**src/rtl/cam_pkg.sv**
```systemverilog
// cam_pkg: shared capture FSM states, beat-counter width and decimation encodings with their index masks
package cam_pkg;
  typedef enum logic [1:0] {IDLE, WAIT_FRAME, ACTIVE} cap_state_e;
  localparam int BEAT_W = 2;
  localparam logic [1:0] DECIM_1 = 2'd0;
  localparam logic [1:0] DECIM_2 = 2'd1;
  localparam logic [1:0] DECIM_4 = 2'd2;
  localparam logic [1:0] DECIM_8 = 2'd3;
  function automatic logic [2:0] decim_mask(input logic [1:0] d);
    return d == DECIM_8 ? 3'b111 : d == DECIM_4 ? 3'b011 : d == DECIM_2 ? 3'b001 : 3'b000;
  endfunction
endpackage

```
**src/rtl/cam_pix_assembler.sv**
```systemverilog
// cam_pix_assembler: packs S0 bus beats into pixels (hr_i/hr_rise_i/hr_fall_i/dat_i/swap_i in; pix_vld_o pulse, pix_o, partial_o pulse out)
module cam_pix_assembler import cam_pkg::*; #(
  parameter int DATA_W        = 8,
  parameter int BYTES_PER_PIX = 2
) (
  input  logic                            cam_pclk,
  input  logic                            system_rstn,
  input  logic                            hr_i,
  input  logic                            hr_rise_i,
  input  logic                            hr_fall_i,
  input  logic                            swap_i,
  input  logic [DATA_W-1:0]               dat_i,
  output logic                            pix_vld_o,
  output logic [BYTES_PER_PIX*DATA_W-1:0] pix_o,
  output logic                            partial_o
);
  localparam logic [BEAT_W-1:0] LAST = BEAT_W'(BYTES_PER_PIX - 1);
  logic [BEAT_W-1:0] cnt_q, cnt_d, idx;
  logic [DATA_W-1:0] beats_q [BYTES_PER_PIX];
  assign idx       = hr_rise_i ? '0 : cnt_q;
  assign pix_vld_o = hr_i && idx == LAST;
  assign partial_o = hr_fall_i && cnt_q != '0;
  assign cnt_d     = (!hr_i || pix_vld_o) ? '0 : idx + 1'b1;
  always_comb begin
    pix_o = '0;
    for (int i = 0; i < BYTES_PER_PIX; i++)
      pix_o[(swap_i ? i : BYTES_PER_PIX - 1 - i)*DATA_W +: DATA_W] = BEAT_W'(i) == idx ? dat_i : beats_q[i];
  end
  always_ff @(posedge cam_pclk or negedge system_rstn) begin
    if (!system_rstn) begin
      cnt_q <= '0;
      for (int i = 0; i < BYTES_PER_PIX; i++) beats_q[i] <= '0;
    end else begin
      cnt_q <= cnt_d;
      for (int i = 0; i < BYTES_PER_PIX; i++)
        if (hr_i && BEAT_W'(i) == idx) beats_q[i] <= dat_i;
    end
  end
endmodule

```
**src/rtl/cam_capture_packer.sv**
```systemverilog
// cam_capture_packer: camera DVP capture to decimated pixel stream (cam_* sync/data in, cfg_* controls, out_* valid/ready stream, stat_* counters)
module cam_capture_packer import cam_pkg::*; #(
  parameter int DATA_W        = 8,
  parameter int BYTES_PER_PIX = 2,
  parameter int CNT_W         = 12
) (
  input  logic                            cam_pclk,
  input  logic                            system_rstn,
  input  logic                            cam_vsync,
  input  logic                            cam_href,
  input  logic [DATA_W-1:0]               cam_data,
  input  logic                            cfg_en,
  input  logic [1:0]                      cfg_decim,
  input  logic                            cfg_swap,
  output logic                            out_valid,
  input  logic                            out_ready,
  output logic [BYTES_PER_PIX*DATA_W-1:0] out_data,
  output logic                            out_sof,
  output logic                            out_eol,
  output logic                            stat_ovf,
  output logic                            stat_partial,
  output logic [15:0]                     stat_frames,
  output logic [CNT_W-1:0]                stat_lines,
  output logic [CNT_W-1:0]                stat_width
);
  localparam int PIX_W = BYTES_PER_PIX * DATA_W;
  localparam logic [CNT_W-1:0] CNT_MAX = '1;
  cap_state_e state_q, state_d;
  logic vs_q, hr_q, vs_p_q, hr_p_q;
  logic [DATA_W-1:0] dat_q;
  logic vs_rise, vs_fall, hr_rise, hr_fall;
  logic [1:0] decim_q;
  logic swap_q;
  logic [CNT_W-1:0] px_q, px_d, ln_q, ln_d, mask;
  logic hold_v_q, hold_v_d;
  logic [PIX_W-1:0] hold_q, hold_d;
  logic sof_pend_q, sof_pend_d;
  logic out_valid_q, out_valid_d, out_eol_q, out_eol_d, out_sof_q, out_sof_d;
  logic [PIX_W-1:0] out_data_q, out_data_d;
  logic ovf_q, ovf_d, part_q, part_d;
  logic [15:0] frames_q, frames_d;
  logic [CNT_W-1:0] lines_q, lines_d, width_q, width_d;
  logic asm_vld, asm_part;
  logic [PIX_W-1:0] asm_pix;
  logic start, active, fend, line_end, done, kept, em, em_eol, load, drop;
  assign vs_rise = !vs_p_q && vs_q;
  assign vs_fall = vs_p_q && !vs_q;
  assign hr_rise = !hr_p_q && hr_q;
  assign hr_fall = hr_p_q && !hr_q;
  cam_pix_assembler #(.DATA_W(DATA_W), .BYTES_PER_PIX(BYTES_PER_PIX)) u_asm (
    .cam_pclk   (cam_pclk),
    .system_rstn(system_rstn),
    .hr_i       (hr_q),
    .hr_rise_i  (hr_rise),
    .hr_fall_i  (hr_fall),
    .swap_i     (swap_q),
    .dat_i      (dat_q),
    .pix_vld_o  (asm_vld),
    .pix_o      (asm_pix),
    .partial_o  (asm_part)
  );
  always_comb begin
    state_d = state_q;
    case (state_q)
      IDLE:       state_d = cfg_en ? WAIT_FRAME : IDLE;
      WAIT_FRAME: state_d = !cfg_en ? IDLE : vs_fall ? ACTIVE : WAIT_FRAME;
      default:    state_d = !vs_rise ? ACTIVE : cfg_en ? WAIT_FRAME : IDLE;
    endcase
  end
  always_comb begin
    start    = state_q == WAIT_FRAME && cfg_en && vs_fall;
    active   = state_q == ACTIVE;
    fend     = active && vs_rise;
    line_end = active && hr_fall;
    done     = active && asm_vld;
    mask     = CNT_W'(decim_mask(decim_q));
    kept     = done && (px_q & mask) == '0 && (ln_q & mask) == '0;
    // The held pixel leaves when its successor arrives (mid-line) or the line/frame closes (eol).
    em       = hold_v_q && (kept || line_end || fend);
    em_eol   = !kept;
    load     = em && (!out_valid_q || out_ready);
    drop     = em && !load;
    px_d     = (start || line_end) ? '0 : (done && px_q != CNT_MAX) ? px_q + 1'b1 : px_q;
    ln_d     = start ? '0 : (line_end && ln_q != CNT_MAX) ? ln_q + 1'b1 : ln_q;
    hold_v_d = kept ? 1'b1 : (line_end || fend || start) ? 1'b0 : hold_v_q;
    hold_d   = kept ? asm_pix : hold_q;
    sof_pend_d  = start ? 1'b1 : load ? 1'b0 : sof_pend_q;
    out_valid_d = load ? 1'b1 : (out_valid_q && out_ready) ? 1'b0 : out_valid_q;
    out_data_d  = load ? hold_q : out_data_q;
    out_sof_d   = load ? sof_pend_q : out_sof_q;
    // A dropped end-of-line pixel still marks the line end on the stalled one.
    out_eol_d   = load ? em_eol : (drop && em_eol) ? 1'b1 : out_eol_q;
    ovf_d    = start ? 1'b0 : drop ? 1'b1 : ovf_q;
    part_d   = start ? 1'b0 : (active && asm_part) ? 1'b1 : part_q;
    frames_d = fend ? frames_q + 16'd1 : frames_q;
    lines_d  = fend ? ln_q : lines_q;
    width_d  = line_end ? px_q : width_q;
  end
  always_ff @(posedge cam_pclk or negedge system_rstn) begin
    if (!system_rstn) begin
      state_q     <= IDLE;
      vs_q        <= 1'b0;
      hr_q        <= 1'b0;
      vs_p_q      <= 1'b0;
      hr_p_q      <= 1'b0;
      dat_q       <= '0;
      decim_q     <= DECIM_1;
      swap_q      <= 1'b0;
      px_q        <= '0;
      ln_q        <= '0;
      hold_v_q    <= 1'b0;
      hold_q      <= '0;
      sof_pend_q  <= 1'b0;
      out_valid_q <= 1'b0;
      out_data_q  <= '0;
      out_sof_q   <= 1'b0;
      out_eol_q   <= 1'b0;
      ovf_q       <= 1'b0;
      part_q      <= 1'b0;
      frames_q    <= '0;
      lines_q     <= '0;
      width_q     <= '0;
    end else begin
      state_q     <= state_d;
      vs_q        <= cam_vsync;
      hr_q        <= cam_href;
      vs_p_q      <= vs_q;
      hr_p_q      <= hr_q;
      dat_q       <= cam_data;
      decim_q     <= start ? cfg_decim : decim_q;
      swap_q      <= start ? cfg_swap : swap_q;
      px_q        <= px_d;
      ln_q        <= ln_d;
      hold_v_q    <= hold_v_d;
      hold_q      <= hold_d;
      sof_pend_q  <= sof_pend_d;
      out_valid_q <= out_valid_d;
      out_data_q  <= out_data_d;
      out_sof_q   <= out_sof_d;
      out_eol_q   <= out_eol_d;
      ovf_q       <= ovf_d;
      part_q      <= part_d;
      frames_q    <= frames_d;
      lines_q     <= lines_d;
      width_q     <= width_d;
    end
  end
  assign out_valid    = out_valid_q;
  assign out_data     = out_data_q;
  assign out_sof      = out_sof_q;
  assign out_eol      = out_eol_q;
  assign stat_ovf     = ovf_q;
  assign stat_partial = part_q;
  assign stat_frames  = frames_q;
  assign stat_lines   = lines_q;
  assign stat_width   = width_q;
endmodule

```
**config.mk**
```make
export PLATFORM = sky130hd
export DESIGN_NAME = cam_capture_packer
export DESIGN_NICKNAME = d
export VERILOG_FILES = /design/src/rtl/cam_pkg.sv /design/src/rtl/cam_pix_assembler.sv /design/src/rtl/cam_capture_packer.sv
export SDC_FILE = /design/constraint.sdc
export NUM_CORES = 1
export LEC_CHECK = 0
export ABC_AREA = 1
export ABC_CLOCK_PERIOD_IN_PS = 6000
export CORE_MARGIN = 5
export CORE_UTILIZATION = 35
export CTS_CLUSTER_DIAMETER = 60
export DETAILED_ROUTE_END_ITERATION = 12
export GPL_TIMING_DRIVEN = 1
export PLACE_DENSITY_LB_ADDON = 0.05
export SYNTH_ARGS = -nofsm -noshare
export SYNTH_HDL_FRONTEND = slang
export SYNTH_SLANG_ARGS = --single-unit
```
**constraint.sdc**
```tcl
create_clock -name cam_pclk -period 6 [get_ports cam_pclk]
set_clock_uncertainty 0.2 [all_clocks]
set_input_delay 1.2 -clock cam_pclk [delete_from_list [all_inputs] [get_ports cam_pclk]]
set_output_delay 1.2 -clock cam_pclk [all_outputs]
set_load 0.02 [all_outputs]
```
==> results of run 1 <==
worst paths after layout:
kind | start | to | slack, ns | cells past startpoint
worst max-delay path | hr_q | out_data[2] | 2.47 | 12
worst min-delay path | vs_q | vs_p_q | 0.19 | 0
worst max register to register | hr_q | out_data[2] | 2.47 | 12
worst min register to register | vs_q | vs_p_q | 0.19 | 0
max in group asynchronous | system_rstn | sof_pend_q | 3.79 | 2
min in group asynchronous | system_rstn | stat_frames[10] | 0.67 | 1
per-layer routing:
layer | global-route usage | wire (um) | vias up
met5 | 0 | 0 | -
met4 | 0.04609 | 189 | 0
met3 | 0.03694 | 545 | 14
met2 | 0.2277 | 6732 | 94
met1 | 0.2028 | 6883 | 2356
li1 | - | - | 2523
registers in the layout, indices dropped and copies added, names as in the netlist, 2 cells and up:
name	flops
u_asm.cnt_q	2
dat_q	8
u_asm.beats_q	16
stat_frames	16
stat_lines	12
hold_q	16
state_q	2
stat_width	12
px_q	12
out_data	16
decim_q	2
ln_q	12
layout by cell type (no fill, tap or decap), types with 14 or more instances in the layout:
| cell | n |
|---|---|
| nand2_1 | 224 |
| o21ai_0 | 106 |
| inv_1 | 62 |
| nand3_1 | 32 |
| clkbuf_16 | 17 |
| nand4_1 | 34 |
| nor2_1 | 40 |
| dfrtp_1 | 138 |
| clkdlybuf4s50_1 | 76 |
| xor2_1 | 14 |
cell type report:
cell class	instances	area, um^2	area share
inverter	70	262.8	0.03357
multi-input combinational	499	2384	0.3046
clock buffer	19	442.9	0.05659
timing repair buffer	78	779.5	0.09960
tap	225	281.5	0.03597
clock inverter	13	222.7	0.02846
sequential	138	3453	0.4412
metrics by stage:
step	total power [W]	util	std cells
global route	0.003137	0.4494	1042
CTS	0.003009	0.4494	1042
detailed placement	0.001816	0.4111	1010
global placement	0.001806	0.4111	1010
finish	0.002971	0.4494	1042
floorplan	0.001552	-	732
power by group through the flow:
stage / sequential, W / clock [W] / combinational, W
floorplan: 0.00129 / 0 / 0.000261
global placement: 0.00126 / 0 / 0.000549
detailed placement: 0.00126 / 0 / 0.000559
CTS: 0.00124 / 0.00120 / 0.000561
global route: 0.00127 / 0.00125 / 0.000618
finish: 0.00124 / 0.00118 / 0.000547
cell families after synthesis:
family                   after synthesis
AND/OR/NAND/NOR                      357
adder cells (fa/ha/maj)                5
XOR/XNOR                              16
AO/OA/AOI/OAI                        121
buffers and inverters                 95
flip-flops                           138
worst max-delay path: cells and delay by family, from the launching register on:
family,cells,cell delay [ns]
fa+ha+maj,1,0.60
simple gates,8,1.69
flops,1,0.42
buf+inv,2,0.21
compound gates,1,0.25
==> results by group, run 1 <==
Global routing
  – Total grt overflow: 0
  – Vias in the first global route: 4885
  – Largest net degree at the start of global routing: 95
  – First-pass GRT wire length: 24.26 mm
  – Total track usage: 0.1466
  – Antenna violations before repair: 0

Logic synthesis
  – Post-Synth Adder-Cell Area: 0.01003
  – Cell accounting for the most synthesized area: dfrtp_1
  – Yosys top cell area share: 0.5537
  – Top-count cell post-synth: nand2_1
  – Post-Synth XOR/XNOR Area: 0.02247
  – Simple-Gate Fraction of Synth Area: 0.2516
  – Ys flop type: dfrtp_1
  – Yosys reg bits: 138
  – Synthesized area per cell: 8.521 um^2
  – Register area share after synthesis: 0.5537
  – Post-synthesis async set-or-reset flop share: 1.000
  – Number of synthesized flops with an enable pin: 0
  – Library cells used by synthesis: 28
  – Synth cell count leaders: nand2_1 (224), dfrtp_1 (138), o21ai_0 (106)
  – Mapped Area: 6237 um^2
  – Post-synthesis mux area share: 0
  – Top cells by area, synth: dfrtp_1 (55%), nand2_1 (13%), o21ai_0 (8.5%)
  – Syn Nets: 754
  – Cell count after synthesis: 732
  – Main combinational cell family by area after synthesis: simple AND/OR/NAND/NOR gates
  – Ys Warns: 0
  – Synth Area in Compound Gates: 0.09809

Final layout
  – Layout cells sized above 1: 0.06854
  – Number of inserted diodes: 0
  – Syn-to-layout area delta: 25.48%
  – FILL cells: 1720
  – Design area: 7826 um^2
  – Nets: 826

Setup path
  – Critical Path RT: 6.09 ns
  – Critical Path, Cell by Cell: inv_1 > o21ai_0 > ha_1 > nand2_4 > inv_2 > nand2_2 > nor2_4 > nand2_4 > nand2_4 > nand3_1 > nand2_1 > nand2_1
  – Crit. End Element: register
  – Slowest stage cell, crit path: ha_1
  – Worst setup path category: register to register
  – WP data arrival: 3.62 ns
  – CP startpoint kind: register
  – Top cell by count, worst path: nand2_4
  – CP Max Fanout: 35
  – Worst path max stage delay: 0.60 ns

Clocking
  – CTS clock-pin slew for the worst setup and hold paths: 0.06 ns
  – CTS H-tree depth: 4
  – Max Root-Sink Buffers: 2
  – CTS tree: done
  – Worst-Skew Late Latency: 0.42 ns
  – CTS Root Cell: clkbuf_16
  – Buffer count from post-CTS setup fixing: 0
  – Num CTS Buffers: 17
  – TritonCTS Sinks: 138
  – Hold-fix buffers at CTS: 0
  – CTS resizes: 0

Timing
  – RSZ-0062 raised after global routing: no
  – Slew @ Worst Pin: 0.9745 ns
  – Hold_ws: 0.1868 ns
  – Post-layout min period: 3.533 ns
  – Period utilisation layout: 0.5888
  – Setup TNS Final: 0 ns
  – Fmax: 283.1 MHz
  – Final Setup Violations: 0
  – Final setup margin: 2.467 ns
  – Slew Viols, Final: 0
  – Relative slew slack: 0.3487
  – Hold Violations, Final: 0

Pwr
  – PD cells: 379.7 nW/um^2
  – Worst IR Drop VDD: 218.1 uV
  – Combinational cell fraction of total power: 0.184
  – Sw Ratio: 0.2866
  – Clk pwr share: 0.397
  – Internal: 0.002120 W
  – Sequential Power Share: 0.419
  – Leakage power: 3.641 nW
  – Switching Power: 0.0008515 W

Place
  – Placer congestion estimate: 0.8680
  – Dpl ws: 2.457 ns
  – Placed Area: 7161 um^2
  – I/O Buffers: 77
  – Post-DP HPWL: 10.34 mm

Detailed routing
  – Vias per inst: 4.786
  – Initial detailed-routing violation count: 304
  – Routed length per instance: 13.77 um
  – Via count: 4987
  – DRC: 0
  – Final Routed Wirelength: 14.35 mm
  – Pre-Repair DR Iteration Count: 5
  – Post-DRT Antenna Nets: 0

Floorplanning
  – Ports: 78
  – Die Area: 20590 um^2
  – Die width: 143.5 um
  – Core area: 17420 um^2
  – Core Rows: 48
  – Initial core utilization: 0.3581
  – Die height: 143.5 um

Min path
  – Worst Hold Class: register to register

Run
  – Number of max-cap violations: 0

Run status
  – Status: finished, final reports clean
No activity file was read; power rests on OpenSTA's default activity.
==> run 2, diff against run 1 <==
- ABC_CLOCK_PERIOD_IN_PS: 6000 -> 2950
- clock period: 6 -> 2.95 ns (I/O delays scaled with it)
==> run 2 against run 1 <==
Compared with the run above: global-route usage is 0.069 points lower; die area unchanged; cell count increased by 0.67%; maximum frequency increased by 41%; wire length is 0.45% lower; critical endpoint is now out_data[4]; highest routed layer unchanged.
==> results by group, run 2 (synthesized netlist as in run 1, its figures left out) <==
Final layout
  – Fin cells: 1049
  – Most frequent cells in the layout: nand2_1 (224), dfrtp_1 (138), o21ai_0 (106)
  – Number of inserted diodes: 0
  – Layout cells sized above 1: 0.07160
  – Syn-to-layout area delta: 24.97%
  – Final core utilization: 0.4476
  – Nets: 833
  – Commonest non-fill, non-tap cell in the layout: nand2_1

Place
  – Placer congestion estimate: 0.8297
  – Placed Instances: 1016
  – I/O Buffers: 77
  – Post-DP HPWL: 10.28 mm

Detailed routing
  – DRC: 0
  – Post-DRT Antenna Nets: 0
  – Routed length per instance: 13.62 um
  – Vias per inst: 4.695
  – Via count: 4925
  – Pre-Repair DR Iteration Count: 5
  – Final Routed Wirelength: 14.29 mm
  – Initial detailed-routing violation count: 215

Floorplanning
  – Die height: 143.5 um
  – Die width: 143.5 um
  – Ports: 78
  – Core area: 17420 um^2
  – Initial core utilization: 0.3581
  – Die Area: 20590 um^2
  – Core Rows: 48

Min path
  – Worst Hold Class: register to register

Timing
  – RSZ-0062 raised after global routing: no
  – Final Setup Violations: 0
  – Relative slew slack: 0.5208
  – Hold Violations, Final: 0
  – Period utilisation layout: 0.8501
  – Slew Viols, Final: 0
  – Setup TNS Final: 0 ns
  – Post-layout min period: 2.508 ns
  – Fmax: 398.7 MHz
  – Hold_ws: 0.1828 ns
  – Slew @ Worst Pin: 0.7189 ns

Clocking
  – Worst-Skew Late Latency: 0.42 ns
  – CTS clock-pin slew for the worst setup and hold paths: 0.06 ns
  – Num CTS Buffers: 17
  – CTS tree: done
  – Max Root-Sink Buffers: 2
  – TritonCTS Sinks: 138
  – CTS H-tree depth: 4
  – CTS Root Cell: clkbuf_16

Setup path
  – WP data arrival: 2.61 ns
  – Critical Path RT: 3.05 ns
  – CP Max Fanout: 20
  – Worst setup path category: register to register
  – Crit. End Element: register
  – CP startpoint kind: register

Pwr
  – Leakage power: 3.614 nW
  – Sequential Power Share: 0.450
  – Clk pwr share: 0.350
  – Tot Pwr: 0.005616 W
  – PD cells: 720.4 nW/um^2
  – Internal: 0.003914 W
  – Worst IR Drop VDD: 436.9 uV
  – Switching Power: 0.001702 W
  – Sw Ratio: 0.3030
  – Combinational cell fraction of total power: 0.200

Global routing
  – First-pass GRT wire length: 23.86 mm
  – Largest net degree at the start of global routing: 62
  – Busiest layer in global routing: met2
  – Total track usage: 0.1459
  – GR Layer Usage met1: 0.1927
  – Total grt overflow: 0
  – Antenna violations before repair: 0
  – Met3 usage: 0.04160
  – Vias in the first global route: 4838
  – GRT met2 Usage: 0.2326

Run status
  – Status: finished, final reports clean

Run
  – Number of max-cap violations: 0
-- run 2: layout make-up --
cell class | count | area, um^2
Clock buffer | 24 | 471.7
Clock inverter | 8 | 70.07
Fill cell | 1708 | 9622
Inverter | 70 | 262.8
Multi-Input combinational cell | 499 | 2396
Sequential cell | 138 | 3453
Tap cell | 225 | 281.5
Timing Repair Buffer | 85 | 859.6
-- run 2: routing by layer --
layer,vias to the layer above,routed length (um)
li1,2538,-
met1,2280,6757
met2,91,6738
met3,16,595
met4,0,194
met5,-,0
-- run 2: final timing paths --
path | slack (ns) | to | cells past startpoint | startpoint
worst max-delay path | 0.44 | out_data[4] | 12 | hr_q
worst min-delay path | 0.18 | vs_p_q | 0 | vs_q
worst max register to register | 0.44 | out_data[4] | 12 | hr_q
worst min register to register | 0.18 | vs_p_q | 0 | vs_q
max in group asynchronous | 1.39 | dat_q[3] | 3 | system_rstn
min in group asynchronous | 0.53 | stat_frames[9] | 2 | system_rstn
-- run 2: power by group through the flow --
| stage | Sequential, W | Combinational, W | Clock [W] |
|---|---|---|---|
| 6_report | 0.00253 | 0.00112 | 0.00196 |
| 3_5_place_dp | 0.00256 | 0.00115 | 0 |
| 3_3_place_gp | 0.00255 | 0.00113 | 0 |
| 5_1_grt | 0.00258 | 0.00127 | 0.00210 |
| 2_1_floorplan | 0.00263 | 0.000531 | 0 |
| 4_1_cts | 0.00253 | 0.00115 | 0.00202 |
-- run 2: metrics by stage --
step / setup slack [ns] / instance area [um^2]
floorplan: 0.7704 / 6237
global placement: 0.2139 / 7231
detailed placement: 0.04853 / 7231
CTS: 0.03517 / 7782
global route: 0.1435 / 7795
finish: 0.4421 / 7795
-- run 2: critical path, cell delays in order (launching register included) --
cell	delay [ns]
dfrtp_1	0.42
inv_1	0.12
o21ai_0	0.28
ha_1	0.28
nand2_4	0.14
inv_2	0.08
nand2_2	0.07
nor2_4	0.12
nand2_4	0.06
nand2_4	0.19
nand3_4	0.23
nand2_1	0.14
nand2_1	0.05
-- run 2: timing repair --
| action | CTS | global route |
|---|---|---|
| hold buffers | 1 | 0 |
| setup buffers | 0 | 0 |
| setup endpoints to repair | 0 | 20 |
| resized for setup | 0 | 2 |
| endpoints found under the hold margin | 59 | 0 |
